==> src/rtl/uart_pkg.sv <==
// Shared UART definitions: sender FSM state encodings and default
// clock/baud constants used by the transmitter, receiver and TX FIFO.
package uart_pkg;

  localparam int CLK_FREQ  = 50_000_000;
  localparam int BAUD_RATE = 115_200;

  // Sender FSM states for the TX FIFO front end.
  typedef enum logic [1:0] {
    sIDLE  = 2'd0,
    sSTART = 2'd1,
    sWAIT  = 2'd2
  } tx_state_e;

endpackage

==> src/rtl/sync_fifo.sv <==
// Single-clock FIFO with AW+1 bit pointers; the pointer MSB is the wrap
// flag that tells full from empty when the low bits match.
// Optional macro UART_TX_FIFO_LEVEL_EN adds the o_level occupancy output.
module sync_fifo #(
  parameter int DEPTH = 16,
  parameter int WIDTH = 8,
  localparam int AW   = $clog2(DEPTH)
) (
  input  logic             i_clk,
  input  logic             i_rst,
  input  logic             i_push,
  input  logic [WIDTH-1:0] i_data,
  input  logic             i_pop,
  output logic [WIDTH-1:0] o_data,
`ifdef UART_TX_FIFO_LEVEL_EN
  output logic [AW:0]      o_level,
`endif
  output logic             o_empty,
  output logic             o_full
);

  logic [WIDTH-1:0] r_mem [DEPTH];
  logic [AW:0]      r_wr;
  logic [AW:0]      r_rd;
  logic             w_push;
  logic             w_pop;

  // Pushes while full and pops while empty are dropped here as well.
  assign w_push  = i_push && !o_full;
  assign w_pop   = i_pop && !o_empty;
  assign o_empty = (r_wr == r_rd);
  assign o_full  = (r_wr[AW-1:0] == r_rd[AW-1:0]) && (r_wr[AW] != r_rd[AW]);
  assign o_data  = r_mem[r_rd[AW-1:0]];
`ifdef UART_TX_FIFO_LEVEL_EN
  assign o_level = r_wr - r_rd;
`endif

  // Storage write; contents are not reset, the pointers define validity.
  always_ff @(posedge i_clk) begin
    if (w_push) begin
      r_mem[r_wr[AW-1:0]] <= i_data;
    end
  end

  // Pointer update; both move on a simultaneous push and pop.
  always_ff @(posedge i_clk) begin
    if (i_rst) begin
      r_wr <= '0;
      r_rd <= '0;
    end else begin
      if (w_push) r_wr <= r_wr + (AW+1)'(1);
      if (w_pop)  r_rd <= r_rd + (AW+1)'(1);
    end
  end

endmodule

==> src/rtl/uart_tx_fifo.sv <==
// Byte-buffering front end for the UART transmitter: valid/ready input into
// a FIFO, then one start pulse per byte paced by the transmitter busy/done.
// Optional macro UART_TX_FIFO_LEVEL_EN adds the oLevel occupancy port.
//
// Handshake: a byte is accepted on a rising edge where iValid && oReady;
// oReady is !oFull and is the only combinational output. iData must hold
// while iValid is high and oReady is low.
module uart_tx_fifo
  import uart_pkg::*;
#(
  parameter int DEPTH = 16,
  parameter int AW    = $clog2(DEPTH)
) (
  input  logic       iClk,
  input  logic       iRst,
  input  logic [7:0] iData,
  input  logic       iValid,
  output logic       oReady,
  output logic       oTxStart,
  output logic [7:0] oTxByte,
  input  logic       iTxBusy,
  input  logic       iTxDone,
  output logic       oEmpty,
  output logic       oFull,
`ifdef UART_TX_FIFO_LEVEL_EN
  output logic [AW:0] oLevel,
`endif
  output tx_state_e  oDbgState
);

  tx_state_e  r_state;
  tx_state_e  w_state_next;
  logic       w_pop;
  logic       w_push;
  logic [7:0] w_fifo_data;
  logic [7:0] r_tx_byte;

  assign oReady    = !oFull;
  assign w_push    = iValid && oReady;
  assign oTxStart  = (r_state == sSTART);
  assign oTxByte   = r_tx_byte;
  assign oDbgState = r_state;

  sync_fifo #(
    .DEPTH (DEPTH),
    .WIDTH (8)
  ) u_fifo (
    .i_clk   (iClk),
    .i_rst   (iRst),
    .i_push  (w_push),
    .i_data  (iData),
    .i_pop   (w_pop),
    .o_data  (w_fifo_data),
`ifdef UART_TX_FIFO_LEVEL_EN
    .o_level (oLevel),
`endif
    .o_empty (oEmpty),
    .o_full  (oFull)
  );

  // Sender next-state: pop only when leaving idle, done only counts in wait.
  always_comb begin
    w_state_next = r_state;
    w_pop        = 1'b0;
    case (r_state)
      sIDLE: begin
        if (!oEmpty && !iTxBusy) begin
          w_pop        = 1'b1;
          w_state_next = sSTART;
        end
      end
      sSTART:  w_state_next = sWAIT;
      sWAIT:   if (iTxDone) w_state_next = sIDLE;
      default: w_state_next = sIDLE;
    endcase
  end

  // Sender state register.
  always_ff @(posedge iClk) begin
    if (iRst) r_state <= sIDLE;
    else      r_state <= w_state_next;
  end

  // Byte register captured at pop; held until the next pop.
  always_ff @(posedge iClk) begin
    if (iRst)       r_tx_byte <= 8'h00;
    else if (w_pop) r_tx_byte <= w_fifo_data;
  end

endmodule

==> config.mk <==
export PLATFORM = sky130hd
export DESIGN_NAME = uart_tx_fifo
export DESIGN_NICKNAME = d
export VERILOG_FILES = /design/src/rtl/uart_pkg.sv /design/src/rtl/sync_fifo.sv /design/src/rtl/uart_tx_fifo.sv
export SDC_FILE = /design/constraint.sdc
export NUM_CORES = 1
export LEC_CHECK = 0
export BUFFER_PORTS_ARGS = -buffer_cell sky130_fd_sc_hd__buf_2
export CORE_MARGIN = 3
export CORE_UTILIZATION = 35
export CTS_BUF_LIST = sky130_fd_sc_hd__clkbuf_4
export DETAILED_ROUTE_END_ITERATION = 10
export GPL_TIMING_DRIVEN = 1
export PLACE_DENSITY = 0.56
export SYNTH_ARGS = -nofsm -noshare
export SYNTH_HDL_FRONTEND = slang
export SYNTH_SLANG_ARGS = --single-unit
export TNS_END_PERCENT = 100
==> constraint.sdc <==
create_clock -name iClk -period 1.9 [get_ports iClk]
set_input_delay 0.57 -clock iClk [delete_from_list [all_inputs] [get_ports iClk]]
set_output_delay 0.57 -clock iClk [all_outputs]
set_load 0.05 [all_outputs]
==> flow_summary.json, run 1 <==
{
  "grt.overflow.total": 0,
  "data_required_time_of_the_critical_path_ps": 1330,
  "count_of_nets_after_finishing": 428,
  "reg_to_reg_slack_setup_ps": -130,
  "global_route.usage.total_pct": 14.56,
  "tritoncts": "yes",
  "area_overhead_of_the_layout_relative_to_synthesis_pct": 21.20,
  "synth_cell_type_count": 36,
  "detailed_place_hpwl_mm": 8.058,
  "post_route_cells_drive_above_1_share_pct": 46.34,
  "final_hold_viol_count": 0,
  "synth-seq-area-share_pct": 71.43,
  "regToRegStartpoint": "u_fifo.r_rd[1]",
  "grt_pass1_vias": 3212,
  "postSynthAreaPerCell_um2": 17.27,
  "ys_seq_elements": 148,
  "routed_wire_length_per_instance_um": 19.89,
  "netlist.top_cell.by_area": "edfxtp_1",
  "buffer_ports.inserted": 26,
  "die-width_um": 136.3,
  "synthesis.instances": 344,
  "cp-start-kind": "flip-flop",
  "timing.final.setup_violations": 11,
  "maximum_capacitance_violations": 0,
  "number_of_max_slew_violations_in_the_final_report": 0,
  "clk_root_buffer_cell": "clkbuf_4",
  "via_per_inst": 4.997,
  "nFillCells": 1476,
  "min_from": "iRst",
  "clock_sinks": 148,
  "r2r-end": "oTxByte[3]",
  "clkSlewWorstSetupHoldPaths_ps": 140,
  "io_pins": 27,
  "grt_setup_unrepaired": "yes",
  "whs_path_depth": 2,
  "gp_congestion": 0.7337,
  "drt_pass1_iterations": 4,
  "yosysTopAreaCellShare_pct": 64.69,
  "violations": "setup timing",
  "number_of_design_rule_violations_left_by_the_first_detailed_router_iteration": 258,
  "design.die.area_mm2": 0.01858,
  "post-route-period-util_pct": 114.2,
  "grt_use_met3_pct": 2.702,
  "clock_skew_ps": 26.93,
  "cts_inserted_buffers": 17,
  "criticalPathCategory": "flip-flop to output port",
  "cts.htree.levels": 4,
  "ys_warn_count": 0,
  "ff_latch_area_mm2": 0.004258,
  "drt.antenna.violating_nets": 0,
  "cts_buffer_depth": 2,
  "tns_ps": -1567,
  "worst_ep_arrival_time_ps": 1600,
  "number_of_antenna_violations_at_the_first_check_in_global_routing": 1,
  "crit_fanout": 3,
  "grt_max_degree": 31,
  "grt.met2_usage_pct": 23.50,
  "leakage_nw": 2.391,
  "run_status": "finished, violations left",
  "drt_wl_total_mm": 12.81,
  "row_count": 47,
  "grt_first_pass_wirelength_mm": 19.46,
  "mappedNetlistArea_mm2": 0.005942,
  "max_slew.worst_pin.slew_ps": 412.9,
  "core_region_area_mm2": 0.01658,
  "vdd_drop_max_mv": 0.4969,
  "power_density_mw_per_mm2": 934.2,
  "clkLatencyLatePin_ps": 530,
  "use_met1_pct": 19.89,
  "post_synth_main_area_contributors": "edfxtp_1 65%, mux4_2 9.1%, dfxtp_1 6.7%",
  "syn_nets": 362,
  "floorplan.initialDensity_pct": 35.83,
  "timing.slew.headroom_pct": 72.35,
  "hold-path-endpoint": "u_fifo.r_rd[1]",
  "hold_path.class": "primary input to flip-flop",
  "element_type_at_the_critical_path_end": "output port",
  "route.vias.total": 3218,
  "layout_setup_ws_ps": -270.1,
  "multi_input_area_mm2": 0.001787,
  "maxClockFrequency_ghz": 0.4608,
  "drcViolationCount": 0,
  "cts_hold_fix_bufs": 0,
  "fin_crit_ps": 2170,
  "min_hold_slack_ps": 281.7,
  "layer_with_the_highest_usage_after_global_routing": "met2",
  "worstRegToRegCells": 7,
  "die_height_um": 136.3
}
[state kept, by name (all words and copies together), names as in the netlist]
name          flops
u_fifo.r_wr       5
u_fifo.r_rd       5
oTxByte           8
oDbgState         2
u_fifo.r_mem    128
[cell families after synthesis]
group	count (synthesis)	share of synthesized area, %
simple gates	78	6.886
xor+xnor	12	1.769
mux	42	12.49
buf+inv	25	2.316
compound gates	34	4.064
fa+ha+maj	5	1.053
flops	148	71.43
[cell usage after synthesis]
cell type / number
clkbuf_2: 1
clkbuf_1: 4
dfxtp_1: 20
buf_2: 12
nor3_1: 18
nand4_1: 1
or4_1: 1
o21a_1: 2
nor2b_1: 15
o211ai_1: 3
a21oi_1: 2
xnor2_1: 7
a211oi_2: 1
mux2_2: 17
o2111ai_1: 1
ha_1: 5
nand2b_1: 2
mux4_2: 24
nand3_1: 1
buf_12: 1
nand2_1: 4
buf_1: 1
and2_1: 1
buf_6: 1
a211oi_1: 15
o22ai_1: 8
o21ai_1: 1
and3_1: 13
o21ai_0: 1
edfxtp_1: 128
nand4_2: 1
inv_1: 4
nor2_1: 21
buf_4: 1
xor2_1: 5
mux2i_1: 1
[power breakdown]
group,switching (mW),leakage (nW),internal (mW)
logic,0.762,0.937,0.541
clock network,1.21,0.129,0.549
registers,0.0451,1.32,3.62
total,2.02,2.39,4.71
[what timing repair did]
item	in CTS	in global routing
setup buffers	7	4
pin swaps	9	3
gates resized for setup	67	12
cloned	2	0
endpoints found under the setup margin	28	109
[worst max-delay path, stage by stage, from the launching register on]
cell,delay (ps)
dfxtp_2,350
buf_6,120
xor2_4,190
buf_6,130
nor2_4,120
buf_8,150
[per-layer routing]
metal	wire [um]	share of wire, %	vias to the layer above
li1	-	-	1496
met1	5636	44	1642
met2	6476	51	71
met3	532	4.2	9
met4	162	1.3	0
met5	0	0	-
[placed cells by master, fill, tap and decap left out, types with 2 or more instances in the layout]
cell and count:
nor2_1 20, inv_6 4, o22ai_1 2, buf_12 4, xnor2_2 4, xor2_1 4, dfxtp_2 11, clkbuf_4 18
buf_4 31, inv_8 2, mux4_2 24, buf_8 3, and3_2 12, mux2_4 7, clkinvlp_4 5, mux2_2 10
a211oi_1 8, xnor2_1 3, a211oi_2 8, o22ai_2 6, nor3_1 15, nor2b_4 2, buf_6 5, ha_1 5
nor2b_1 12, buf_16 3, clkinv_4 3, o211ai_1 3, inv_1 2, nand2_1 4, a21oi_1 2, clkinv_2 2
buf_2 21, nor3_2 2, dfxtp_1 9, edfxtp_1 128
[final cells by class]
cell class              count  area share, %
flip-flops and latches    148          59.12
multi-input cells         171          24.81
repair buffers             68          8.461
well taps                 220          3.822
clock buffers              17          1.772
clock inverters            15          1.720
inverters                   4         0.2606
diodes                      1        0.03475
[worst max-delay path by stage]
stage | from | to | slack [ps] | cells after the start
floorplan | u_fifo.r_rd[1] | oFull | -210 | 5
global placement | iValid | u_fifo.r_mem[3][1] | -140 | 5
detailed placement | iValid | u_fifo.r_mem[3][5] | -140 | 5
CTS | u_fifo.r_wr[2] | oEmpty | -340 | 5
global route | u_fifo.r_rd[1] | oFull | -370 | 5
finish | u_fifo.r_wr[4] | oEmpty | -270 | 5
[stage by stage]
step	total power [mW]	utilization (%)	setup slack, ps	std cells	instance area (um^2)
after floorplan	4.433	-	-205.6	344	5958
after global placement	4.787	39.31	-142.6	599	6519
after detailed placement	4.795	39.31	-139.8	599	6519
after CTS	6.754	42.99	-343.1	639	7129
after global routing	7.025	43.43	-373.3	644	7202
final	6.728	43.43	-270.1	644	7202
No activity file was read; power rests on OpenSTA's default activity.
==> run 2, diff against run 1 <==
Settings changed: PLACE_DENSITY 0.56 to 0.5.
==> run 2 against run 1 <==
Against the previous run: the run still ends with setup timing left; sequential share of layout area down 0.21 points; global-route usage down 0.61 points; power up 3.8%; routed wire length down 2.9%; sequential power about the same; critical path depth unchanged.
==> flow_summary.json, run 2 (synthesis results as in run 1) <==
{
  "critical_path_buf_inv_count": 2,
  "switchingPower_mw": 1.882,
  "grt_pass1_vias": 3265,
  "slowest_stage_cell_crit_path": "dfxtp_2",
  "io_pins": 27,
  "row_count": 47,
  "post_route_cells_drive_above_1_share_pct": 46.17,
  "pre_cts_slack_ps": -163.0,
  "layout_setup_ws_ps": -312.3,
  "grt_first_pass_wirelength_mm": 18.71,
  "area_overhead_of_the_layout_relative_to_synthesis_pct": 21.71,
  "p_comb_share_pct": 19.2,
  "maximum_capacitance_violations": 0,
  "min_from": "iRst",
  "number_of_antenna_violations_at_the_first_check_in_global_routing": 1,
  "layer_with_the_highest_usage_after_global_routing": "met2",
  "worstRegToRegCells": 6,
  "clkSlewWorstSetupHoldPaths_ps": 130,
  "drt_wl_total_mm": 12.44,
  "reg_to_reg_slack_setup_ps": 20,
  "core_region_area_mm2": 0.01658,
  "largest_register_ffs": 128,
  "drt.antenna.violating_nets": 0,
  "violations": "setup timing",
  "die-width_um": 136.3,
  "criticalPathCategory": "flip-flop to output port",
  "gp_congestion": 0.8229,
  "final_hold_viol_count": 0,
  "crit_fanout": 4,
  "detailed_place_hpwl_mm": 8.469,
  "cp-start-kind": "flip-flop",
  "setup.worst_path.end": "oFull",
  "fin_crit_ps": 2212,
  "element_type_at_the_critical_path_end": "output port",
  "post_dp_cell_area_mm2": 0.006541,
  "regToRegStartpoint": "u_fifo.r_rd[1]",
  "use_met1_pct": 17.95,
  "drcViolationCount": 0,
  "grt.met2_usage_pct": 23.00,
  "design.die.area_mm2": 0.01858,
  "cts_buffer_depth": 2,
  "clkLatencyLatePin_ps": 530,
  "r2r-end": "oTxByte[1]",
  "crit_cells": 5,
  "leakage_nw": 2.411,
  "worst_ep_arrival_time_ps": 1640,
  "drt_pass1_iterations": 4,
  "data_required_time_of_the_critical_path_ps": 1330,
  "buffer_ports.inserted": 26,
  "grt.overflow.total": 0,
  "power.switching_fraction_pct": 26.95,
  "critPathTopFamily": "flip-flops",
  "route.vias.total": 3144,
  "commonest_cells_after_routing_fill_and_taps_aside": "128 x edfxtp_1, 30 x buf_4, 24 x mux4_2",
  "count_of_nets_after_finishing": 424,
  "grt_setup_unrepaired": "yes",
  "cts.htree.levels": 4,
  "grt_use_met3_pct": 3.368,
  "p_seq_share_pct": 52.5,
  "most_common_cell_after_layout_fill_and_taps_aside": "edfxtp_1",
  "cts_inserted_buffers": 17,
  "maxClockFrequency_ghz": 0.4520,
  "global_route.usage.total_pct": 13.95,
  "timing.slew.headroom_pct": 66.24,
  "max_slew.worst_pin.slew_ps": 502.5,
  "tns_ps": -906.9,
  "via_per_inst": 4.920,
  "postLayoutCellArea_mm2": 0.007232,
  "critPathMaxStageDelay_ps": 360,
  "p_clk_share_pct": 28.2,
  "hold_path.class": "primary input to flip-flop",
  "number_of_design_rule_violations_left_by_the_first_detailed_router_iteration": 199,
  "startpoint": "u_fifo.r_wr[0]",
  "grt_max_degree": 34,
  "number_of_max_slew_violations_in_the_final_report": 0,
  "run_status": "finished, violations left",
  "clock_skew_ps": 21.85,
  "total_power_mw": 6.982,
  "clock_sinks": 148,
  "floorplan.initialDensity_pct": 35.83,
  "tritoncts": "yes",
  "die_height_um": 136.3,
  "power_density_mw_per_mm2": 965.4,
  "path_cells": "xnor2_2 > nand4_4 > nand2b_4 > clkinvlp_4 > buf_8",
  "clk_root_buffer_cell": "clkbuf_4",
  "vdd_drop_max_mv": 0.4480,
  "routed_wire_length_per_instance_um": 19.47,
  "timing.final.setup_violations": 3,
  "min_hold_slack_ps": 347.7,
  "intPower_mw": 5.100,
  "post-route-period-util_pct": 116.4
}
-- run 2: cell types whose count changed in the layout (fill, tap and decap cells not counted), sizes merged --
cell	previous run	this run
clkinv	5	7
inv	9	3
clkinvlp	5	3
bufinv	0	3
buf	67	62
clkbuf	18	21
-- run 2: how the worst min path moves through the flow --
stage | slack [ps] | endpoint | cells past startpoint
2_1_floorplan | 540 | u_fifo.r_rd[4] | 2
3_3_place_gp | 480 | oTxByte[3] | 2
3_5_place_dp | 480 | oTxByte[5] | 2
4_1_cts | 290 | u_fifo.r_wr[0] | 2
5_1_grt | 290 | u_fifo.r_wr[4] | 2
6_report | 350 | u_fifo.r_wr[2] | 2
-- run 2: metal layers --
| layer | wire length (um) | vias up |
|---|---|---|
| li1 | - | 1471 |
| met1 | 5571 | 1603 |
| met2 | 6209 | 54 |
| met3 | 423 | 16 |
| met4 | 238 | 0 |
| met5 | 0 | - |
-- run 2: layout make-up --
type,instances,area [um^2]
Multi-Input combinational cell,171,1851
Timing Repair Buffer,64,543.0
Sequential cell,148,4260
Inverter,4,18.77
Antenna cell,1,2.502
Clock inverter,12,138.9
Tap cell,220,275.3
Fill cell,1527,9351
Clock buffer,19,142.6
-- run 2: stage by stage --
step                cells  util, %
floorplan             344        -
global placement      602    39.44
detailed placement    602    39.44
CTS                   636    42.53
global route          639    43.61
finish                639    43.61
-- run 2: power groups by stage --
stage / clock [mW] / combinational (mW) / sequential (mW)
after floorplan: 0 / 0.540 / 3.89
after global placement: 0 / 1.07 / 3.73
after detailed placement: 0 / 1.08 / 3.74
after CTS: 2.03 / 1.23 / 3.67
after global routing: 2.19 / 1.44 / 3.68
final: 1.97 / 1.34 / 3.67
-- run 2: what timing repair did --
item / CTS / global route
setup endpoints to repair: 108 / 69
cloned: 0 / 1
hold buffers: 0 / 0
pin swaps: 10 / 13
buffers inserted: 4 / 1
gates resized for setup: 58 / 29
==> run 3, diff against run 2 <==
Settings changed: CORE_ASPECT_RATIO from default to 1.4.
==> run 3 against run 2 <==
Against the previous run: the flow still finishes with violations (setup timing); first-iteration DRC count shrank 33%; die area rose by 0.12%; cell count fell by 0.94%; largest power group unchanged; critical path type unchanged.
==> flow_summary.json, run 3 (synthesis results as in run 1) <==
{
  "timing.final.setup_violations": 12,
  "most_common_cell_after_layout_fill_and_taps_aside": "edfxtp_1",
  "largest_register_ffs": 128,
  "floorplan.initialDensity_pct": 36.28,
  "grt_max_degree": 39,
  "post_dp_cell_area_mm2": 0.006495,
  "reg_to_reg_slack_setup_ps": -240,
  "worst_ep_arrival_time_ps": 1690,
  "tritoncts": "yes",
  "crit_fanout": 2,
  "area_overhead_of_the_layout_relative_to_synthesis_pct": 24.43,
  "layout_setup_ws_ps": -363.0,
  "final_hold_viol_count": 0,
  "leakage_nw": 2.486,
  "clock_sinks": 148,
  "drt_pass1_iterations": 4,
  "post_route_cells_drive_above_1_share_pct": 48.96,
  "die_height_um": 160.2,
  "io_pins": 27,
  "gp_congestion": 0.7284,
  "grt_setup_unrepaired": "yes",
  "run_status": "finished, violations left",
  "detailed_place_hpwl_mm": 8.548,
  "commonest_cells_after_routing_fill_and_taps_aside": "128 x edfxtp_1, 35 x buf_4, 24 x mux4_2",
  "number_of_antenna_violations_at_the_first_check_in_global_routing": 1,
  "instances_no_fill": 633,
  "vdd_drop_max_mv": 0.4421,
  "count_of_nets_after_finishing": 438,
  "maximum_capacitance_violations": 0,
  "cts_hold_fix_bufs": 0,
  "regToRegStartpoint": "u_fifo.r_rd[1]",
  "buffer_ports.inserted": 26,
  "pre_cts_slack_ps": -176.4,
  "post-route-period-util_pct": 119.1,
  "data_required_time_of_the_critical_path_ps": 1330,
  "drcViolationCount": 0,
  "grt_first_pass_wirelength_mm": 19.88,
  "min_from": "iTxDone",
  "die-width_um": 116.1,
  "clk_root_buffer_cell": "clkbuf_4",
  "row_count": 55,
  "criticalPathCategory": "flip-flop to output port",
  "max_slew.worst_pin.slew_ps": 456.6,
  "via_per_inst": 5.115,
  "cts_buffer_depth": 2,
  "cts.htree.levels": 4,
  "clkSlewWorstSetupHoldPaths_ps": 120,
  "design.die.area_mm2": 0.01860,
  "violations": "setup timing",
  "postLayoutCellArea_mm2": 0.007393,
  "startpoint": "u_fifo.r_rd[1]",
  "routed_wire_length_per_instance_um": 20.71,
  "power_density_mw_per_mm2": 970.8,
  "total_power_mw": 7.178,
  "maxClockFrequency_ghz": 0.4419,
  "grt.overflow.total": 0,
  "place.detailed.instances": 580,
  "number_of_design_rule_violations_left_by_the_first_detailed_router_iteration": 133,
  "cp-start-kind": "flip-flop",
  "drt_wl_total_mm": 13.11,
  "element_type_at_the_critical_path_end": "output port",
  "clock_skew_ps": 23.74,
  "grt_pass1_vias": 3343,
  "fin_crit_ps": 2263,
  "number_of_max_slew_violations_in_the_final_report": 0,
  "global_route.usage.total_pct": 14.97,
  "drt.antenna.violating_nets": 0,
  "cts_inserted_buffers": 17,
  "hold_path.class": "primary input to flip-flop",
  "clkLatencyLatePin_ps": 550,
  "route.vias.total": 3238,
  "core_region_area_mm2": 0.01638,
  "timing.slew.headroom_pct": 69.42
}
==> run 3: cell count changes in the layout (fill, tap and decap cells not counted), moves of 2 or more <==
cell / before / now
a211oi_1: 8 / 5
a211oi_2: 6 / 10
and3_2: 10 / 6
and3_4: 2 / 6
buf_12: 6 / 8
buf_4: 30 / 35
buf_6: 4 / 8
buf_8: 1 / 4
clkinv_2: 6 / 3
clkinv_4: 0 / 4
nand2_1: 4 / 2
nand2_2: 0 / 2
o22ai_1: 0 / 2
o22ai_2: 8 / 5
==> run 3: power by group <==
part / internal, mW / switching, mW / leakage (nW)
logic: 0.641 / 0.811 / 0.995
clock network: 0.961 / 1.10 / 0.167
registers: 3.62 / 0.0427 / 1.32
total: 5.22 / 1.96 / 2.49
==> run 3: stage by stage <==
stage | setup TNS (ps) | hold WS [ps] | utilization [%]
after floorplan | -205.6 | 537.7 | -
after global placement | -10220 | 478.7 | 39.66
after detailed placement | -14360 | 477.6 | 39.66
after CTS | -2202 | 309.8 | 43.84
after global routing | -3756 | 342.6 | 45.14
final | -2276 | 360.0 | 45.14
==> run 3: critical path, cell delays in order, from the launching register on <==
cell and delay [ps]:
dfxtp_4 380, xnor2_2 130, nand4_2 130, buf_6 140, buf_6 110, nor2_4 110
buf_8 150
==> run 3: cell type report <==
class,count,area [um^2]
Sequential cell,148,4258
Tap cell,199,249.0
Timing Repair Buffer,78,710.7
Fill cell,1458,8985
Clock inverter,12,156.4
Multi-Input combinational cell,171,1848
Clock buffer,20,150.1
Antenna cell,1,2.502
Inverter,4,18.77
==> run 3: worst paths after layout <==
kind,endpoint,cells past startpoint
hold reg to reg,oTxByte[6],2
hold / removal,oDbgState[1],4
setup reg to reg,oTxByte[7],9
setup / recovery,oEmpty,6
==> run 3: what timing repair did <==
item / in CTS / in global routing
setup buffers: 8 / 11
cloned: 3 / 0
endpoints found under the setup margin: 136 / 40
endpoints found under the hold margin: 0 / 0
gates resized for setup: 66 / 35
pin swaps: 14 / 18
==> run 3: per-layer routing <==
metal | share of wire, % | vias to the layer above | global-route usage, %
met5 | 0 | - | 0
met4 | 1.4 | 0 | 6.280
met3 | 3.1 | 17 | 3.639
met2 | 54 | 59 | 25.20
met1 | 42 | 1659 | 18.15
li1 | - | 1503 | -
